<file path="src/rtl/memshare_rqst_addr_gen_pkg.sv">
// memshare_rqst_addr_gen_pkg: shared configuration for the memShare read-request address generator
//   MEMSHARE_DRC_NUM        default number of DRC channels
//   MEMSHARE_DRC0/1         DRC channel indices (channel 0 never rebases the step)
//   MSGPASS_ADDR_*          message-passing buffer window defaults
//   memshare_rqst_state_e   FSM state type with ST_IDLE/ST_RUN/ST_DONE encodings
package memshare_rqst_addr_gen_pkg;
  localparam int MEMSHARE_DRC_NUM = 2;
  localparam int MEMSHARE_DRC0 = 0;
  localparam int MEMSHARE_DRC1 = 1;
  localparam int MSGPASS_ADDR_WIDTH = 6;
  localparam int MSGPASS_ADDR_BASE = 0;
  localparam int MSGPASS_ADDR_MAX = 47;
  typedef logic [1:0] memshare_rqst_state_e;
  localparam memshare_rqst_state_e ST_IDLE = 2'd0;
  localparam memshare_rqst_state_e ST_RUN = 2'd1;
  localparam memshare_rqst_state_e ST_DONE = 2'd2;
endpackage

</file>
<file path="src/rtl/memshare_rqst_addr_gen_pipereg.sv">
// pipeReg_insert: enable-gated delay line of PIPELINE_STAGE registers
//   sys_clk    clock
//   rstn       asynchronous active-low reset, clears every stage
//   load_en_i  shift enable; all stages hold when low
//   d_i        value entering the line
//   q_o        value that entered PIPELINE_STAGE enabled cycles ago
module pipeReg_insert #(
  parameter int BITWIDTH = 3,
  parameter int PIPELINE_STAGE = 2
) (
  input  logic                sys_clk,
  input  logic                rstn,
  input  logic                load_en_i,
  input  logic [BITWIDTH-1:0] d_i,
  output logic [BITWIDTH-1:0] q_o
);
  logic [BITWIDTH-1:0] stage_q [PIPELINE_STAGE];
  always_ff @(posedge sys_clk or negedge rstn) begin
    if (!rstn) begin
      for (int i = 0; i < PIPELINE_STAGE; i++) stage_q[i] <= '0;
    end else if (load_en_i) begin
      stage_q[0] <= d_i;
      for (int i = 1; i < PIPELINE_STAGE; i++) stage_q[i] <= stage_q[i-1];
    end
  end
  assign q_o = stage_q[PIPELINE_STAGE-1];
endmodule

</file>
<file path="src/rtl/memshare_rqst_addr_gen.sv">
// memshare_rqst_addr_gen: read-request address generator for the message-passing buffer in memShare
//   sys_clk              clock
//   rstn                 asynchronous active-low reset
//   scu_begin_i          start / restart pulse, rebases to ADDR_BASE
//   rqst_num_i           number of requests, latched on scu_begin_i
//   is_drc_i             per-channel DRC flags; lowest set bit >=1 selects that channel's tracked operand
//   operand_i            per-channel increment operands, channel k in slice k
//   stall_i              back-pressure; freezes address, count, increment and operand track
//   rqst_addr_o          registered request address
//   rqst_valid_o         registered request valid
//   increment_operand_o  registered increment that produced rqst_addr_o
//   busy_o               high while running
//   done_o               one-cycle completion pulse
module memshare_rqst_addr_gen
  import memshare_rqst_addr_gen_pkg::*;
#(
  parameter int DRC_NUM = MEMSHARE_DRC_NUM,
  parameter int ADDR_WIDTH = MSGPASS_ADDR_WIDTH,
  parameter int OPERAND_WIDTH = 3,
  parameter int TRACK_DEPTH = 2,
  parameter int CNT_WIDTH = 6,
  parameter int ADDR_BASE = MSGPASS_ADDR_BASE,
  parameter int ADDR_MAX = MSGPASS_ADDR_MAX
) (
  input  logic                               sys_clk,
  input  logic                               rstn,
  input  logic                               scu_begin_i,
  input  logic [CNT_WIDTH-1:0]               rqst_num_i,
  input  logic [DRC_NUM-1:0]                 is_drc_i,
  input  logic [DRC_NUM*OPERAND_WIDTH-1:0]   operand_i,
  input  logic                               stall_i,
  output logic [ADDR_WIDTH-1:0]              rqst_addr_o,
  output logic                               rqst_valid_o,
  output logic [OPERAND_WIDTH-1:0]           increment_operand_o,
  output logic                               busy_o,
  output logic                               done_o
);
  localparam int WIN = ADDR_MAX - ADDR_BASE + 1;
  // A single wrap subtraction is only correct while any step is smaller than the window.
  if (TRACK_DEPTH < 1 || ADDR_MAX <= ADDR_BASE || ADDR_MAX >= (1 << ADDR_WIDTH) ||
      (1 << OPERAND_WIDTH) - 1 >= WIN) begin : g_bad_params
    $error("memshare_rqst_addr_gen: illegal parameter combination");
  end
  memshare_rqst_state_e state_q, state_d;
  logic [ADDR_WIDTH-1:0] addr_q, addr_d;
  logic [CNT_WIDTH-1:0] cnt_q, cnt_d;
  logic [OPERAND_WIDTH-1:0] inc_q, inc_d, inc;
  logic valid_q, valid_d, fresh_q, fresh_d;
  logic [OPERAND_WIDTH-1:0] trk [DRC_NUM];
  logic [ADDR_WIDTH:0] sum, nxt;
  logic run, start, adv, rel, last, unused_ok;
  for (genvar k = 0; k < DRC_NUM; k++) begin : g_trk
    pipeReg_insert #(.BITWIDTH(OPERAND_WIDTH), .PIPELINE_STAGE(TRACK_DEPTH)) u_trk (
      .sys_clk  (sys_clk),
      .rstn     (rstn),
      .load_en_i(!stall_i),
      .d_i      (operand_i[k*OPERAND_WIDTH +: OPERAND_WIDTH]),
      .q_o      (trk[k])
    );
  end
  // Walk downwards so the lowest flagged channel above 0 has the last word.
  always_comb begin
    inc = OPERAND_WIDTH'(1);
    for (int k = DRC_NUM - 1; k >= MEMSHARE_DRC1; k--) if (is_drc_i[k]) inc = trk[k];
  end
  assign sum = {1'b0, addr_q} + (ADDR_WIDTH+1)'(inc);
  assign nxt = sum > (ADDR_WIDTH+1)'(ADDR_MAX) ? sum - (ADDR_WIDTH+1)'(WIN) : sum;
  assign run = state_q == ST_RUN;
  assign start = scu_begin_i;
  // fresh_q marks a restart that met a stall: ADDR_BASE is still owed as the first request.
  assign rel = run && !stall_i && fresh_q && !start;
  assign adv = run && !stall_i && !fresh_q && !start;
  assign last = adv && cnt_q == CNT_WIDTH'(1);
  always_comb begin
    state_d = start ? (rqst_num_i == '0 ? ST_DONE : ST_RUN) : !run ? ST_IDLE : last ? ST_DONE : ST_RUN;
    addr_d = start ? ADDR_WIDTH'(ADDR_BASE) : (adv && !last) ? nxt[ADDR_WIDTH-1:0] : addr_q;
    cnt_d = start ? rqst_num_i : adv ? cnt_q - CNT_WIDTH'(1) : cnt_q;
    inc_d = start ? '0 : (adv && !last) ? inc : inc_q;
    valid_d = start ? (!stall_i && rqst_num_i != '0) : (adv && !last) || rel;
    fresh_d = start ? (stall_i && rqst_num_i != '0) : rel ? 1'b0 : fresh_q;
  end
  always_ff @(posedge sys_clk or negedge rstn) begin
    if (!rstn) begin
      state_q <= ST_IDLE;
      addr_q <= ADDR_WIDTH'(ADDR_BASE);
      cnt_q <= '0;
      inc_q <= '0;
      valid_q <= 1'b0;
      fresh_q <= 1'b0;
    end else begin
      state_q <= state_d;
      addr_q <= addr_d;
      cnt_q <= cnt_d;
      inc_q <= inc_d;
      valid_q <= valid_d;
      fresh_q <= fresh_d;
    end
  end
  assign rqst_addr_o = addr_q;
  assign rqst_valid_o = valid_q;
  assign increment_operand_o = inc_q;
  assign busy_o = run;
  assign done_o = state_q == ST_DONE;
  // Channel 0 only means "no rebase", so its flag and operand never steer the step.
  assign unused_ok = ^{is_drc_i[MEMSHARE_DRC0], trk[MEMSHARE_DRC0], nxt[ADDR_WIDTH]};
endmodule

</file>
<file path="config.mk">
export PLATFORM = sky130hd
export DESIGN_NAME = memshare_rqst_addr_gen
export DESIGN_NICKNAME = d
export VERILOG_FILES = /design/src/rtl/memshare_rqst_addr_gen_pkg.sv /design/src/rtl/memshare_rqst_addr_gen_pipereg.sv /design/src/rtl/memshare_rqst_addr_gen.sv
export SDC_FILE = /design/constraint.sdc
export NUM_CORES = 1
export LEC_CHECK = 0
export CAP_MARGIN = 10
export CELL_PAD_IN_SITES_DETAIL_PLACEMENT = 1
export CELL_PAD_IN_SITES_GLOBAL_PLACEMENT = 1
export CORE_UTILIZATION = 41
export CTS_CLUSTER_SIZE = 14
export DETAILED_ROUTE_END_ITERATION = 12
export PLACE_DENSITY_LB_ADDON = 0.1
export SLEW_MARGIN = 20
export SYNTH_ARGS = -nofsm -noshare
export SYNTH_HDL_FRONTEND = slang
export SYNTH_SLANG_ARGS = --single-unit
export TNS_END_PERCENT = 30
</file>
<file path="constraint.sdc">
create_clock -name sys_clk -period 4.6 [get_ports sys_clk]
set_clock_uncertainty 0.15 [all_clocks]
set_input_delay 0.92 -clock sys_clk [delete_from_list [all_inputs] [get_ports sys_clk]]
set_output_delay 0.92 -clock sys_clk [all_outputs]
set_load 0.02 [all_outputs]
</file>
==> results of run 1 <==
[worst max-delay path: cells and delay by family]
| family | cells | cell delay (ns) |
|---|---|---|
| compound gates | 3 | 0.67 |
| simple gates | 4 | 0.93 |
| buf+inv | 1 | 0.47 |
| fa+ha+maj | 3 | 0.92 |
[registers in the layout (all words and copies together), names as in the netlist]
| signal | cells |
|---|---|
| rqst_addr_o | 6 |
| increment_operand_o | 3 |
| g_trk.u_trk.q_o | 3 |
| cnt_q | 6 |
| rqst_valid_o | 1 |
| state_q | 2 |
| g_trk.u_trk.stage_q | 3 |
| fresh_q | 1 |
[final cells by class]
class / count / area, um^2 / area share (%)
inverters: 7 / 26.3 / 1.47
flip-flops and latches: 25 / 626 / 35.0
well taps: 46 / 57.6 / 3.22
clock inverters: 1 / 5.00 / 0.280
repair buffers: 26 / 253 / 14.1
multi-input cells: 120 / 797 / 44.6
clock buffers: 3 / 22.5 / 1.26
[final timing paths]
| kind | startpoint | to | cells past startpoint |
|---|---|---|---|
| max in group asynchronous | rstn | rqst_addr_o[4] | 1 |
| worst min-delay path | g_trk[1].u_trk.stage_q[5] | g_trk[1].u_trk.stage_q[5] | 1 |
| worst min register to register | g_trk[1].u_trk.stage_q[5] | g_trk[1].u_trk.stage_q[5] | 1 |
| worst max register to register | g_trk[1].u_trk.q_o[1] | rqst_addr_o[5] | 10 |
| worst max-delay path | is_drc_i[1] | rqst_addr_o[5] | 11 |
| min in group asynchronous | rstn | g_trk[1].u_trk.stage_q[3] | 1 |
[cells in the final DEF, fill, tap and decap left out, drive strengths merged, types with 2 or more instances in the layout]
master,instances
dfrtp,25
clkdlybuf4s50,24
nand2,22
a21oi,11
nor2,10
o21ai,10
inv,7
mux2,7
xnor2,6
xor2,5
ha,5
nand3,4
nor3,3
clkbuf,3
o211ai,2
a211oi,2
and2,2
a31oi,2
nor2b,2
nand3b,2
o32ai,2
a31o,2
or3,2
or4,2
buf,2
[layer usage]
layer	vias to the layer above	share of wire (%)	track usage (%)
li1	607	-	-
met1	617	47	27.4
met2	15	50	36.3
met3	5	1.9	1.84
met4	0	1.1	6.40
met5	-	0	0
[power breakdown]
part	internal [mW]	switching, mW	leakage (nW)
clock	0.0326	0.0680	0.0177
sequential	0.242	0.0220	0.312
combinational	0.0717	0.0838	0.394
total	0.346	0.174	0.724
[kinds of logic after synthesis]
family | after synthesis | share of synthesized area [%]
AO/OA/AOI/OAI | 40 | 17.2
flip-flops | 25 | 41.9
multiplexers | 7 | 5.29
AND/OR/NAND/NOR | 55 | 18.3
XOR/XNOR | 11 | 6.46
adder cells (fa/ha/maj) | 7 | 6.21
buffers and inverters | 16 | 4.61
[stage by stage]
step	total power [mW]	std cells
6_report	0.520	228
5_1_grt	0.554	228
4_1_cts	0.525	228
3_5_place_dp	0.426	224
3_3_place_gp	0.415	224
2_1_floorplan	0.366	161
==> key figures, run 1 <==
Placed design
  – Placed Area: 1760 um^2
  – Placer Congestion: 0.780
  – Pre-CTS setup slack: 0.360 ns
  – IO buf count: 25
  – DP HPWL: 2710 um

Timing
  – Slew margin rel.: 35.0%
  – Final Max Slew Viols: 0
  – Post-layout min period: 3.92 ns
  – RSZ-0062 raised after global routing: no
  – Final hold vios: 0
  – Setup TNS: 0 ns
  – WHS: 0.379 ns
  – Final setup fails: 0
  – Fmax: 255 MHz
  – Tcrit/Tclk final: 85.2%
  – Final worst setup slack: 0.681 ns
  – Slew @ Worst Pin: 0.971 ns

Synthesis
  – Most instantiated library cell after synthesis: dfrtp_1
  – Sequential area share after synthesis: 41.9%
  – Distinct cells, synth: 44
  – Count of warnings emitted by yosys: 0
  – Cells after Synth: 161
  – Top cells by area, synth: dfrtp_1 42%, nand2_1 5.5%, mux2_2 5.3%
  – Post-synth top area cell: dfrtp_1
  – Synth top cells by count: 25 x dfrtp_1, 22 x nand2_1, 11 x a21oi_1, 10 x nor2_1, 9 x o21ai_0
  – Seq cells post-synth: 25
  – Post-Synthesis Cell Area: 1490 um^2
  – Async set or reset register ratio after synthesis: 100%
  – Mapped Avg Cell Area: 9.26 um^2
  – Top-area cell type share of the netlist area: 41.9%
  – Post-synth EDFFs: 0
  – Net Count, Synth: 185
  – Synth Flop Type: dfrtp_1

Clock network
  – Worst skew pair latency: 0.32 ns
  – Total CTS buffers: 3
  – CTS H-tree lvls: 1
  – Cts hold-fix bufs: 0
  – CTS tree: built
  – CTS resizes: 0
  – Sink Count: 25
  – Maximum clock insertion buffer count: 2
  – Clk pin slew, worst setup/hold paths: 0.15 ns
  – Setup Buffers After CTS: 0
  – Clock root buffer: clkbuf_4

Setup path
  – WP data arrival: 3.93 ns
  – Startpoint class of the critical path: primary input
  – Worst Path Required: 4.61 ns
  – Cell Chain, Critical Path: clkdlybuf4s50_1 > and2_1 > ha_1 > a21o_1 > maj3_1 > and4_1 > or2_2 > ha_1 > nand3b_1 > o32ai_1 > a2111oi_0
  – Crit end category: register
  – Reg2reg setup slack: 1.32 ns
  – Cell mode on critical path: ha_1
  – Crit Path Max Fanout: 4
  – Crit-path max cell delay: 0.47 ns
  – CP max stage cell: clkdlybuf4s50_1
  – Critical path class: in2reg

Routing
  – Avg WL per Cell: 15.5 um
  – Vias: 1244
  – DRT Pass-1 Iters: 4
  – DRT antenna net count: 0
  – Vias per cell: 5.46
  – Initial DRC Count: 59
  – Post-Route WL: 3540 um
  – Drt drc: 0

Global routing
  – Antenna violations before repair: 0
  – GRT Total Usage: 20.8%
  – Grt ovf: 0
  – Vias in the first global route: 1348
  – First-pass GRT wire length: 6390 um
  – Largest net degree at the start of global routing: 28

Power
  – Static Leak: 0.724 nW
  – Peak supply drop: 0.174 mV
  – PwrDens: 291 nW/um^2

Final layout
  – Ant diodes: 0
  – Layout Utilization: 52.3%
  – Area Overhead vs Synth: 19.8%
  – Fin area: 1790 um^2
  – # nets final: 207
  – Layout cells sized above 1: 9.34%
  – Fill cells: 406

Floorplan
  – Core area: 3420 um^2
  – Die area: 3880 um^2
  – Die Ht: 62.3 um
  – Initial Util: 43.7%
  – Ports: 30
  – FP Rows: 21
  – Die width: 62.3 um

Run status
  – Status: completed

Run
  – MaxCap Viol Count: 0

Hold path
  – Worst min path class: reg2reg
No activity file was read; power rests on OpenSTA's default activity.
==> inputs of run 2 (changes only) <==
--- a/config.mk
+++ b/config.mk
@@ -11,6 +11,7 @@
 export CORE_UTILIZATION = 41
 export CTS_CLUSTER_SIZE = 14
 export DETAILED_ROUTE_END_ITERATION = 12
+export HOLD_SLACK_MARGIN = 0.05
 export PLACE_DENSITY_LB_ADDON = 0.1
 export SLEW_MARGIN = 20
 export SYNTH_ARGS = -nofsm -noshare
==> results of run 2 <==
No change in the layout: final DEF, timing and power equal those of run 1.
==> inputs of run 3 (changes only) <==
--- a/config.mk
+++ b/config.mk
@@ -8,11 +8,14 @@
 export CAP_MARGIN = 10
 export CELL_PAD_IN_SITES_DETAIL_PLACEMENT = 1
 export CELL_PAD_IN_SITES_GLOBAL_PLACEMENT = 1
+export CORE_MARGIN = 5
 export CORE_UTILIZATION = 41
 export CTS_CLUSTER_SIZE = 14
 export DETAILED_ROUTE_END_ITERATION = 12
 export HOLD_SLACK_MARGIN = 0.05
+export MAX_ROUTING_LAYER = met4
 export PLACE_DENSITY_LB_ADDON = 0.1
+export REMOVE_ABC_BUFFERS = 1
 export SLEW_MARGIN = 20
 export SYNTH_ARGS = -nofsm -noshare
 export SYNTH_HDL_FRONTEND = slang
==> run 3 against run 2 <==
  * Sequential cell count unchanged
  * Critical endpoint unchanged
  * Worst setup slack worse by 0.18 ns
  * Final area about the same
  * Highest routed layer unchanged
==> key figures, run 3 (synthesized netlist as in run 1, its figures left out) <==
Setup path
  – Worst Path Required: 4.62 ns (about the same)
  – WP data arrival: 4.12 ns (+0.19 ns)
  – Worst r2r path cells: 10 (unchanged)
  – Startpoint class of the critical path: primary input
  – Critical path class: in2reg
  – Crit Path Max Fanout: 6 (+2)
  – Crit end category: register

Timing
  – Post-layout min period: 4.10 ns (+0.180 ns)
  – Final setup fails: 0 (unchanged)
  – Final hold vios: 0 (unchanged)
  – Tcrit/Tclk final: 89.1% (+3.9 points)
  – Fmax: 244 MHz (-4.4%)
  – Slew @ Worst Pin: 0.941 ns (-0.0304 ns)
  – Setup TNS: 0 ns (unchanged)
  – Final Max Slew Viols: 0 (unchanged)
  – Slew margin rel.: 37.1% (+2.0 points)
  – RSZ-0062 raised after global routing: no

Final layout
  – Commonest non-fill, non-tap cell in the layout: dfrtp_1
  – Fin cells: 230 (+0.88%)
  – Ant diodes: 0 (unchanged)
  – Layout cells sized above 1: 8.79% (-0.55 points)
  – Area Overhead vs Synth: 19.9% (about the same)
  – Area of the multi-input gates: 797 um^2 (unchanged)
  – Reg area: 626 um^2 (unchanged)
  – Fill cells: 425 (+4.7%)
  – Layout Utilization: 50.0% (-2.3 points)
  – Fin area: 1790 um^2 (about the same)
  – Commonest non-fill, non-tap cells in the layout: 25 x dfrtp_1, 24 x clkdlybuf4s50_1, 22 x nand2_1, 11 x a21oi_1, 10 x nor2_1
  – # nets final: 207 (unchanged)

Routing
  – DRT antenna net count: 0 (unchanged)
  – Drt drc: 0 (unchanged)
  – DRT Pass-1 Iters: 6 (+2)
  – Vias per cell: 5.47 (+0.25%)
  – Post-Route WL: 3580 um (+0.90%)
  – Avg WL per Cell: 15.5 um (about the same)
  – Initial DRC Count: 42 (-29%)
  – Vias: 1258 (+1.1%)

Clock network
  – Sink Count: 25 (unchanged)
  – Maximum clock insertion buffer count: 2 (unchanged)
  – Worst skew pair latency: 0.30 ns (-0.02 ns)
  – Clk pin slew, worst setup/hold paths: 0.13 ns (-0.02 ns)
  – Cts hold-fix bufs: 0 (unchanged)
  – Setup Buffers After CTS: 0 (unchanged)
  – Total CTS buffers: 3 (unchanged)
  – CTS H-tree lvls: 1 (unchanged)
  – Clock root buffer: clkbuf_4
  – CTS resizes: 0 (unchanged)
  – CTS tree: built

Global routing
  – Vias in the first global route: 1384 (+2.7%)
  – GRT Total Usage: 15.4% (-5.4 points)
  – Antenna violations before repair: 0 (unchanged)
  – Largest net degree at the start of global routing: 28 (unchanged)
  – Grt ovf: 0 (unchanged)
  – First-pass GRT wire length: 6170 um (-3.5%)

Placed design
  – Placed Area: 1760 um^2 (-0.14%)
  – IO buf count: 25 (unchanged)
  – Placer Congestion: 0.766 (-1.8%)
  – DP HPWL: 2830 um (+4.4%)
  – DP Cell Count: 226 (+0.89%)

Floorplan
  – Ports: 30 (unchanged)
  – Die area: 4940 um^2 (+27%)
  – Die width: 70.3 um (+13%)
  – FP Rows: 22 (+4.8%)
  – Die Ht: 70.3 um (+13%)
  – Core area: 3580 um^2 (+4.8%)
  – Initial Util: 41.7% (-2.0 points)

Power
  – Static Leak: 0.722 nW (-0.38%)
  – Peak supply drop: 0.134 mV (-23%)
  – PwrDens: 288 nW/um^2 (-1.0%)

Hold path
  – Hold Path Stages: 1 (unchanged)
  – Worst min path class: reg2reg

Run status
  – Status: completed

Run
  – MaxCap Viol Count: 0 (unchanged)
[run 3: cell count changes in the layout (fill, tap and decap cells not counted)]
| cell | before | now |
|---|---|---|
| clkinv_2 | 1 | 0 |
| clkbuf_1 | 0 | 1 |
[run 3: final cells by class]
cell class,count,share of cell area [%]
Timing Repair Buffer,26,14.1
Sequential cell,25,35.0
Inverter,7,1.47
Multi-Input combinational cell,120,44.6
Clock buffer,4,1.47
Tap cell,48,3.36
[run 3: critical path: stages]
cell,delay [ns]
clkdlybuf4s50_1,0.57
and2_1,0.25
ha_1,0.27
a21o_1,0.19
maj3_1,0.43
and4_1,0.28
or2_2,0.28
ha_1,0.28
nor2_1,0.15
a211oi_1,0.07
a2111oi_0,0.43
[run 3: layer usage]
metal	wire, um	share of wire, %	up-vias	global-route usage (%)
li1	-	-	610	-
met5	0	0	-	-
met4	15	0.42	0	1.91
met3	82	2.3	2	2.59
met2	1900	53	19	27.9
met1	1570	44	627	18.3
[run 3: final timing paths]
| path | start | endpoint | slack [ns] |
|---|---|---|---|
| hold reg to reg | g_trk[1].u_trk.stage_q[3] | g_trk[1].u_trk.stage_q[3] | 0.37 |
| setup reg to reg | g_trk[1].u_trk.q_o[1] | rqst_addr_o[5] | 1.30 |
| min in group asynchronous | rstn | cnt_q[2] | 0.44 |
| setup / recovery | is_drc_i[1] | rqst_addr_o[5] | 0.50 |
| hold / removal | g_trk[1].u_trk.stage_q[3] | g_trk[1].u_trk.stage_q[3] | 0.37 |
| max in group asynchronous | rstn | rqst_addr_o[3] | 3.43 |
[run 3: power by group]
group / leakage (nW) / internal, mW / switching (mW)
clock: 0.0150 / 0.0338 / 0.0611
combinational: 0.394 / 0.0719 / 0.0853
sequential: 0.312 / 0.242 / 0.0212
[run 3: metrics by stage]
step	hold slack [ns]	setup WS, ns	total power [mW]
global placement	0.331	0.351	0.416
global route	0.391	0.341	0.552
CTS	0.379	0.492	0.523
floorplan	0.321	1.11	0.358
finish	0.369	0.501	0.515
detailed placement	0.347	0.163	0.427
